==> config.mk <==
export PLATFORM = sky130hd
export DESIGN_NAME = pc_unit
export DESIGN_NICKNAME = d
export VERILOG_FILES = /design/src/rtl/pc_unit_pkg.sv /design/src/rtl/pc_unit_next_mux.sv /design/src/rtl/pc_unit.sv
export SDC_FILE = /design/constraint.sdc
export NUM_CORES = 1
export LEC_CHECK = 0
export ABC_CLOCK_PERIOD_IN_PS = 3500
export CAP_MARGIN = 20
export CORE_MARGIN = 2
export CORE_UTILIZATION = 45
export CTS_CLUSTER_DIAMETER = 150
export DETAILED_ROUTE_END_ITERATION = 10
export PLACE_DENSITY = 0.76
export SYNTH_ARGS = -nofsm -noshare
export SYNTH_HDL_FRONTEND = slang
export SYNTH_SLANG_ARGS = --single-unit
==> constraint.sdc <==
create_clock -name clk -period 3.5 [get_ports clk]
set_clock_uncertainty 0.05 [all_clocks]
set_input_delay 0.525 -clock clk [delete_from_list [all_inputs] [get_ports clk]]
set_output_delay 0.525 -clock clk [all_outputs]
set_load 0.02 [all_outputs]
==> src/rtl/pc_unit_pkg.sv <==
// Shared constants and state encoding for the fetch-stage program counter.
package pc_unit_pkg;

    // Default reset fetch address and exception handler entry.
    localparam logic [31:0] INITIAL_ADDRESS = 32'h0000_3000;
    localparam logic [31:0] EXC_VECTOR_ADDR = 32'h0000_4180;

    // RUN: normal fetch. PENDING: a redirect arrived during a stall and is buffered.
    typedef enum logic {
        PC_RUN     = 1'b0,
        PC_PENDING = 1'b1
    } pc_state_e;

endpackage

==> src/rtl/pc_unit_next_mux.sv <==
// Combinational priority selector for the next pc, buffer and state.
// Priority: exception > eret > stall (with buffering) > live redirect > buffer > sequential.
module pc_unit_next_mux
    import pc_unit_pkg::*;
#(
    parameter int unsigned      WIDTH      = 32,
    parameter logic [WIDTH-1:0] EXC_VECTOR = WIDTH'(EXC_VECTOR_ADDR)
) (
    input  pc_state_e        state,
    input  logic [WIDTH-1:0] pc,
    input  logic [WIDTH-1:0] pc_seq,
    input  logic [WIDTH-1:0] pend,
    input  logic             stall,
    input  logic             redirect_valid,
    input  logic [WIDTH-1:0] redirect_target,
    input  logic             exc_req,
    input  logic             eret_req,
    input  logic [WIDTH-1:0] epc,
    output logic [WIDTH-1:0] pc_nxt,
    output logic [WIDTH-1:0] pend_nxt,
    output pc_state_e        state_nxt
);

    // Next-state selection; defaults hold everything.
    always_comb begin
        pc_nxt    = pc;
        pend_nxt  = pend;
        state_nxt = state;
        if (exc_req) begin
            pc_nxt    = EXC_VECTOR;
            pend_nxt  = '0;
            state_nxt = PC_RUN;
        end else if (eret_req) begin
            pc_nxt    = epc;
            pend_nxt  = '0;
            state_nxt = PC_RUN;
        end else if (stall) begin
            // pc holds; a redirect during a stall is captured, newest wins.
            if (redirect_valid) begin
                pend_nxt  = redirect_target;
                state_nxt = PC_PENDING;
            end
        end else if (redirect_valid) begin
            // A live redirect beats any stale buffered one.
            pc_nxt    = redirect_target;
            pend_nxt  = '0;
            state_nxt = PC_RUN;
        end else begin
            unique case (state)
                PC_PENDING: begin
                    pc_nxt    = pend;
                    pend_nxt  = '0;
                    state_nxt = PC_RUN;
                end
                PC_RUN: begin
                    pc_nxt = pc_seq;
                end
                default: begin
                    pc_nxt    = pc_seq;
                    state_nxt = PC_RUN;
                end
            endcase
        end
    end

endmodule

==> src/rtl/pc_unit.sv <==
// Fetch-stage program counter: holds the pc register, the one-entry redirect
// buffer and the RUN/PENDING state; next values come from pc_unit_next_mux.
module pc_unit
    import pc_unit_pkg::*;
#(
    parameter int unsigned      WIDTH      = 32,
    parameter logic [WIDTH-1:0] RESET_ADDR = WIDTH'(INITIAL_ADDRESS),
    parameter logic [WIDTH-1:0] EXC_VECTOR = WIDTH'(EXC_VECTOR_ADDR),
    parameter int unsigned      STEP       = 4,
    parameter int unsigned      ALIGN_BITS = 2
) (
    input  logic             clk,
    input  logic             reset,
    input  logic             stall,
    input  logic             redirect_valid,
    input  logic [WIDTH-1:0] redirect_target,
    input  logic             exc_req,
    input  logic             eret_req,
    input  logic [WIDTH-1:0] epc,
    output logic [WIDTH-1:0] pc,
    output logic [WIDTH-1:0] pc_next_seq,
    output logic             fetch_misaligned,
    output logic             redirect_pending
);

    logic [WIDTH-1:0] pc_q, pc_d;
    logic [WIDTH-1:0] pend_q, pend_d;
    pc_state_e        state_q, state_d;

    pc_unit_next_mux #(
        .WIDTH      (WIDTH),
        .EXC_VECTOR (EXC_VECTOR)
    ) u_next_mux (
        .state           (state_q),
        .pc              (pc_q),
        .pc_seq          (pc_next_seq),
        .pend            (pend_q),
        .stall           (stall),
        .redirect_valid  (redirect_valid),
        .redirect_target (redirect_target),
        .exc_req         (exc_req),
        .eret_req        (eret_req),
        .epc             (epc),
        .pc_nxt          (pc_d),
        .pend_nxt        (pend_d),
        .state_nxt       (state_d)
    );

    // State, buffer and pc registers; reset is asynchronous and drops any buffered redirect.
    always_ff @(posedge clk or posedge reset) begin
        if (reset) begin
            pc_q    <= RESET_ADDR;
            pend_q  <= '0;
            state_q <= PC_RUN;
        end else begin
            pc_q    <= pc_d;
            pend_q  <= pend_d;
            state_q <= state_d;
        end
    end

    // Outputs derived from the registered pc and state; the add wraps modulo 2^WIDTH.
    always_comb begin
        pc               = pc_q;
        pc_next_seq      = pc_q + WIDTH'(STEP);
        fetch_misaligned = |pc_q[ALIGN_BITS-1:0];
        redirect_pending = (state_q == PC_PENDING);
    end

endmodule

Word level (Yosys, flattened, before mapping)
Cells that the tools add are included. Widths: inputs -> output; s select.

Logic and storage cells: 25. Register bits after elaboration: 65. Output and inout port bits: 66. Input port bits: 70.

Mux-type cells: 15. Bitwise logic cells: 1. Reductions and logical operators: 3. Equal/unequal tests: 2. Add/sub/neg operators: 1.

Operators by type and width (number): $mux 32 (10); $pmux 32 s2 (1); $add 32x3->32 const B (1); $mux 1 (4); $ne 4x1->1 const B (1); $reduce_bool 4->1 (1); $ne 3x1->1 const B (1); $reduce_and 2->1 (1); $reduce_or 2->1 (1); $not 1->1 (1).

Longest topological paths before layout
Depth after elaboration: 6. Depth in mapped cells: 7. Mapped depth without buffers: 6.

By module
A second synthesis with hierarchy kept.

Cells, all modules: 421. Area, all modules: 4265.3 µm².

By module, submodules not included: pc_unit (cells an instance 150, times used 1, sequential area each 1629.1 µm², area an instance 2219.6 µm²); pc_unit_next_mux (cells an instance 271, times used 1, sequential area each 0.0 µm², area an instance 2045.7 µm²).

Least setup slack after synthesis
Ideal clock, no wire load.

Kind: flip-flop to output port. Start point: register pc_q[2] (netlist: pc[2]). End point: output port pc_next_seq[18]. Buffers on the path: 0. Arrival time: 1.720 ns. Path slack: 1.205 ns. Required time: 2.925 ns. Stages on the path, launching flop included: 6. Cells stage by stage: dfrtp_1 -> ha_1 -> nand3_4 -> nor4_4 -> and3_1 -> xor2_2.

Longest elaborated chain between the ends: 1.

Ends and longest elaborated chain: from (decl) (RTL line pc_unit.sv:26) `logic [WIDTH-1:0] pc_q, pc_d;`; from (signal assigned) (RTL line pc_unit.sv:56) `pc_q <= pc_d;`; $add 32x3->32 (RTL line pc_unit.sv:65) `pc_next_seq = pc_q + WIDTH'(STEP);`; to (decl) (RTL line pc_unit.sv:21) `output logic [WIDTH-1:0] pc_next_seq,`.

Every way passes these cells.

Final worst setup path
Start point: register pc_q[4] (netlist: pc[4]). End point: output port pc_next_seq[19].

The elaborated chain is that of the path after synthesis.

==> key figures <==
Floorplanning
  – Total core area: 9280 sq um
  – Std-Cell Rows: 35
  – Die width: 102 microns
  – I/O pins: 136
  – Starting Density: 0.466
  – Die area: 10,400 sq um
  – Die H: 102 microns

Critical path
  – Slowest cell delay on critical path: 640 ps
  – Crit path DAT: 2760 ps
  – Critical path peak fanout: 7
  – Top delay family on crit path: simple AND/OR/NAND/NOR gates
  – Worst setup EP type: primary output
  – Slowest cell on the critical path: clkdlybuf4s50_1
  – CP cell instances: and4_1 > and2_1 > nand3_1 > xnor2_2 > clkdlybuf4s50_1
  – Worst Path Buf+Inv: 1
  – Startpoint Class: flip-flop
  – CP Class: flip-flop to primary output
  – Required time worst endpoint: 2920 ps

Synthesis
  – Mapped Cells: 459
  – Netlist cell types: 71
  – Syn_nets: 530
  – Synth area leader: dfrtp_1
  – Async set-reset flop share out of synthesis: 1.00
  – Ys flop type: dfrtp_1
  – Number of enable flip-flop cells after synthesis: 0
  – Average size of a mapped cell: 9.43 sq um
  – Register bit total from synthesis: 65
  – Share of the synthesized area in the top cell type: 0.364
  – Yosys warns: 0
  – Syn Std Cell Area: 4330 sq um
  – Register area share after synthesis: 0.377
  – Synth area leaders: dfrtp_1, a22o_1, a21oi_1, nand2_1, xnor2_2

Flow run
  – Number of max-cap violations: 0

Timing
  – Fmax: 0.300 GHz
  – Fin. Hold Viols: 0
  – Fin Setup TNS: 0 ps
  – Worst-margin pin slew: 814 ps
  – Final worst path period need: 3330 ps
  – Tcrit/Tclk final: 0.952
  – Hold WS: 412 ps
  – Pins Over Slew Limit: 0
  – Slew headroom: 0.457
  – RSZ-0062 raised after global routing: no
  – Final setup fails: 0

Placed design
  – DP Area: 5760 sq um
  – PortBufs: 135
  – Final GP Congestion: 0.985
  – HPWL Detailed: 10,500 microns

Clocking
  – Clock transition at path regs: 80 ps
  – CTS tree: built
  – Clock latency on the worst-skew pair: 340 ps
  – Post-CTS Setup Bufs: 0
  – Hold buffers post-CTS: 0
  – Max Buffers Root-to-Sink: 2
  – Number of H-tree levels: 3
  – CTS Sinks: 65
  – PostCTS Resize Cnt: 0
  – Root Buffer: clkbuf_8
  – CTS Buf Count: 9

Finish
  – Share of cells above drive strength 1: 0.124
  – Area growth syn-to-layout: 39.3%
  – Final instance area: 6030 sq um
  – Final Net Count: 655

Power
  – Part of the power in combinational logic: 0.243
  – Int Power: 1.58 mW
  – Power consumption: 2.22 mW
  – Leak Pwr: 2.55 nW
  – VDD IR max: 0.235 mV
  – Flop pwr share: 0.380
  – PD cells: 368 nW/um^2
  – Sw Pwr: 0.638 mW
  – Clock Power Share: 0.377
  – Sw frac: 0.288

Drt
  – Vias per cell: 6.01
  – Post-route ant nets: 0
  – Via Count: 4,319
  – DR WL/cell: 20.1 microns
  – First-pass DRT Iterations: 5
  – DRC Markers: 0
  – Detailed router's first-iteration violation count: 309
  – Post-Route WL: 14,500 microns

Global route
  – First-pass GRT wire length: 21,800 microns
  – Largest net degree at the start of global routing: 56
  – Initial antenna violation count: 1
  – Grt total ovfl: 0
  – Number of global-route vias before repair: 4,059
  – Tot GR Track Use: 0.278

Run status
  – Status: finished clean

Min path
  – Hold WC Path Type: input port to flip-flop
synth_stat cells, types with 4 or more instances:
cell type and n:
dfrtp_1 63, nand2_1 48, a22o_1 41, a21oi_1 37, o21ai_0 22, nor2_1 21, buf_2 19, nor3_1 13
inv_1 12, xnor2_1 11, xnor2_2 9, mux2i_1 8, nand3_1 8, and3_1 7, o211ai_1 7, a211oi_1 6
a221oi_1 6, clkbuf_1 6, nand2b_1 6, a21o_1 5, and2_1 5, buf_1 5, o31ai_1 5, a31oi_1 4
and4_1 4, nand3_2 4, nand3b_1 4, xor2_1 4
sequential cells by signal, summed over array words and instances (netlist names):
name	count
redirect_pending	1
pc	32
pend_q	32
through the flow:
step,utilization,setup WS (ps),cells
floorplan,-,1210,459
global placement,0.621,626,702
detailed placement,0.621,565,702
CTS,0.649,191,718
global route,0.649,64.5,718
finish,0.649,167,719
cells by family after synthesis:
family          Yosys count  synth area share
compound gates          160             0.263
simple gates            150             0.210
flops                    65             0.377
buf+inv                  50            0.0613
xor+xnor                 25            0.0680
mux                       8            0.0185
fa+ha+maj                 1           0.00289
cell usage in the layout (no fill, tap or decap), drive strengths merged, types with 14 or more instances in the layout:
master         count
clkdlybuf4s50    133
dfrtp             63
nand2             50
a22o              41
a21oi             37
o21ai             23
nor2              23
xnor2             20
buf               19
nor3              14
nand3             14
power groups by stage:
stage          clock (mW)  sequential [mW]  combinational, mW
2_1_floorplan           0            0.878              0.239
3_3_place_gp            0            0.851              0.531
3_5_place_dp            0            0.855              0.535
4_1_cts             0.843            0.840              0.537
5_1_grt             0.878            0.846              0.574
6_report            0.835            0.842              0.539
layer usage:
metal	global-route usage	wire length [microns]	up-vias
met5	0	0	-
met1	0.368	5870	2079
met4	0.146	591	0
li1	-	-	1956
met3	0.0636	1450	33
met2	0.428	6570	251
worst reg2reg max path: cells and delay by family, from the launching register on:
family / cells / cell delay, ps
xor gates and xnor gates: 1 / 170
AOI/OAI and AO/OA: 1 / 230
DFF: 1 / 600
and+or+nand+nor: 3 / 950
final timing paths:
kind / depth (start not counted) / slack (ps) / end / startpoint
max in group asynchronous: 3 / 2250 / pc[13]$_DFFE_PP1P_ / reset
max reg2reg: 5 / 1400 / pc[26]$_DFFE_PP0P_ / pc[13]$_DFFE_PP1P_
min reg2reg: 1 / 450 / pend_q[8]$_DFFE_PP0P_ / pend_q[8]$_DFFE_PP0P_
min in group asynchronous: 2 / 420 / pend_q[24]$_DFFE_PP0P_ / reset
max: 5 / 170 / pc_next_seq[19] / pc[4]$_DFFE_PP0P_
min: 2 / 410 / pc[14]$_DFFE_PP0P_ / redirect_valid
layout make-up:
class / count / area, sq um
Tap cell: 129 / 161
Timing Repair Buffer: 152 / 1480
Clock inverter: 4 / 97.6
Antenna cell: 1 / 2.50
Clock buffer: 12 / 165
Sequential cell: 65 / 1630
Inverter: 12 / 45.0
Fill cell: 778 / 3260
Multi-Input combinational cell: 344 / 2440
Note: power is estimated with default switching activity, not from simulation.
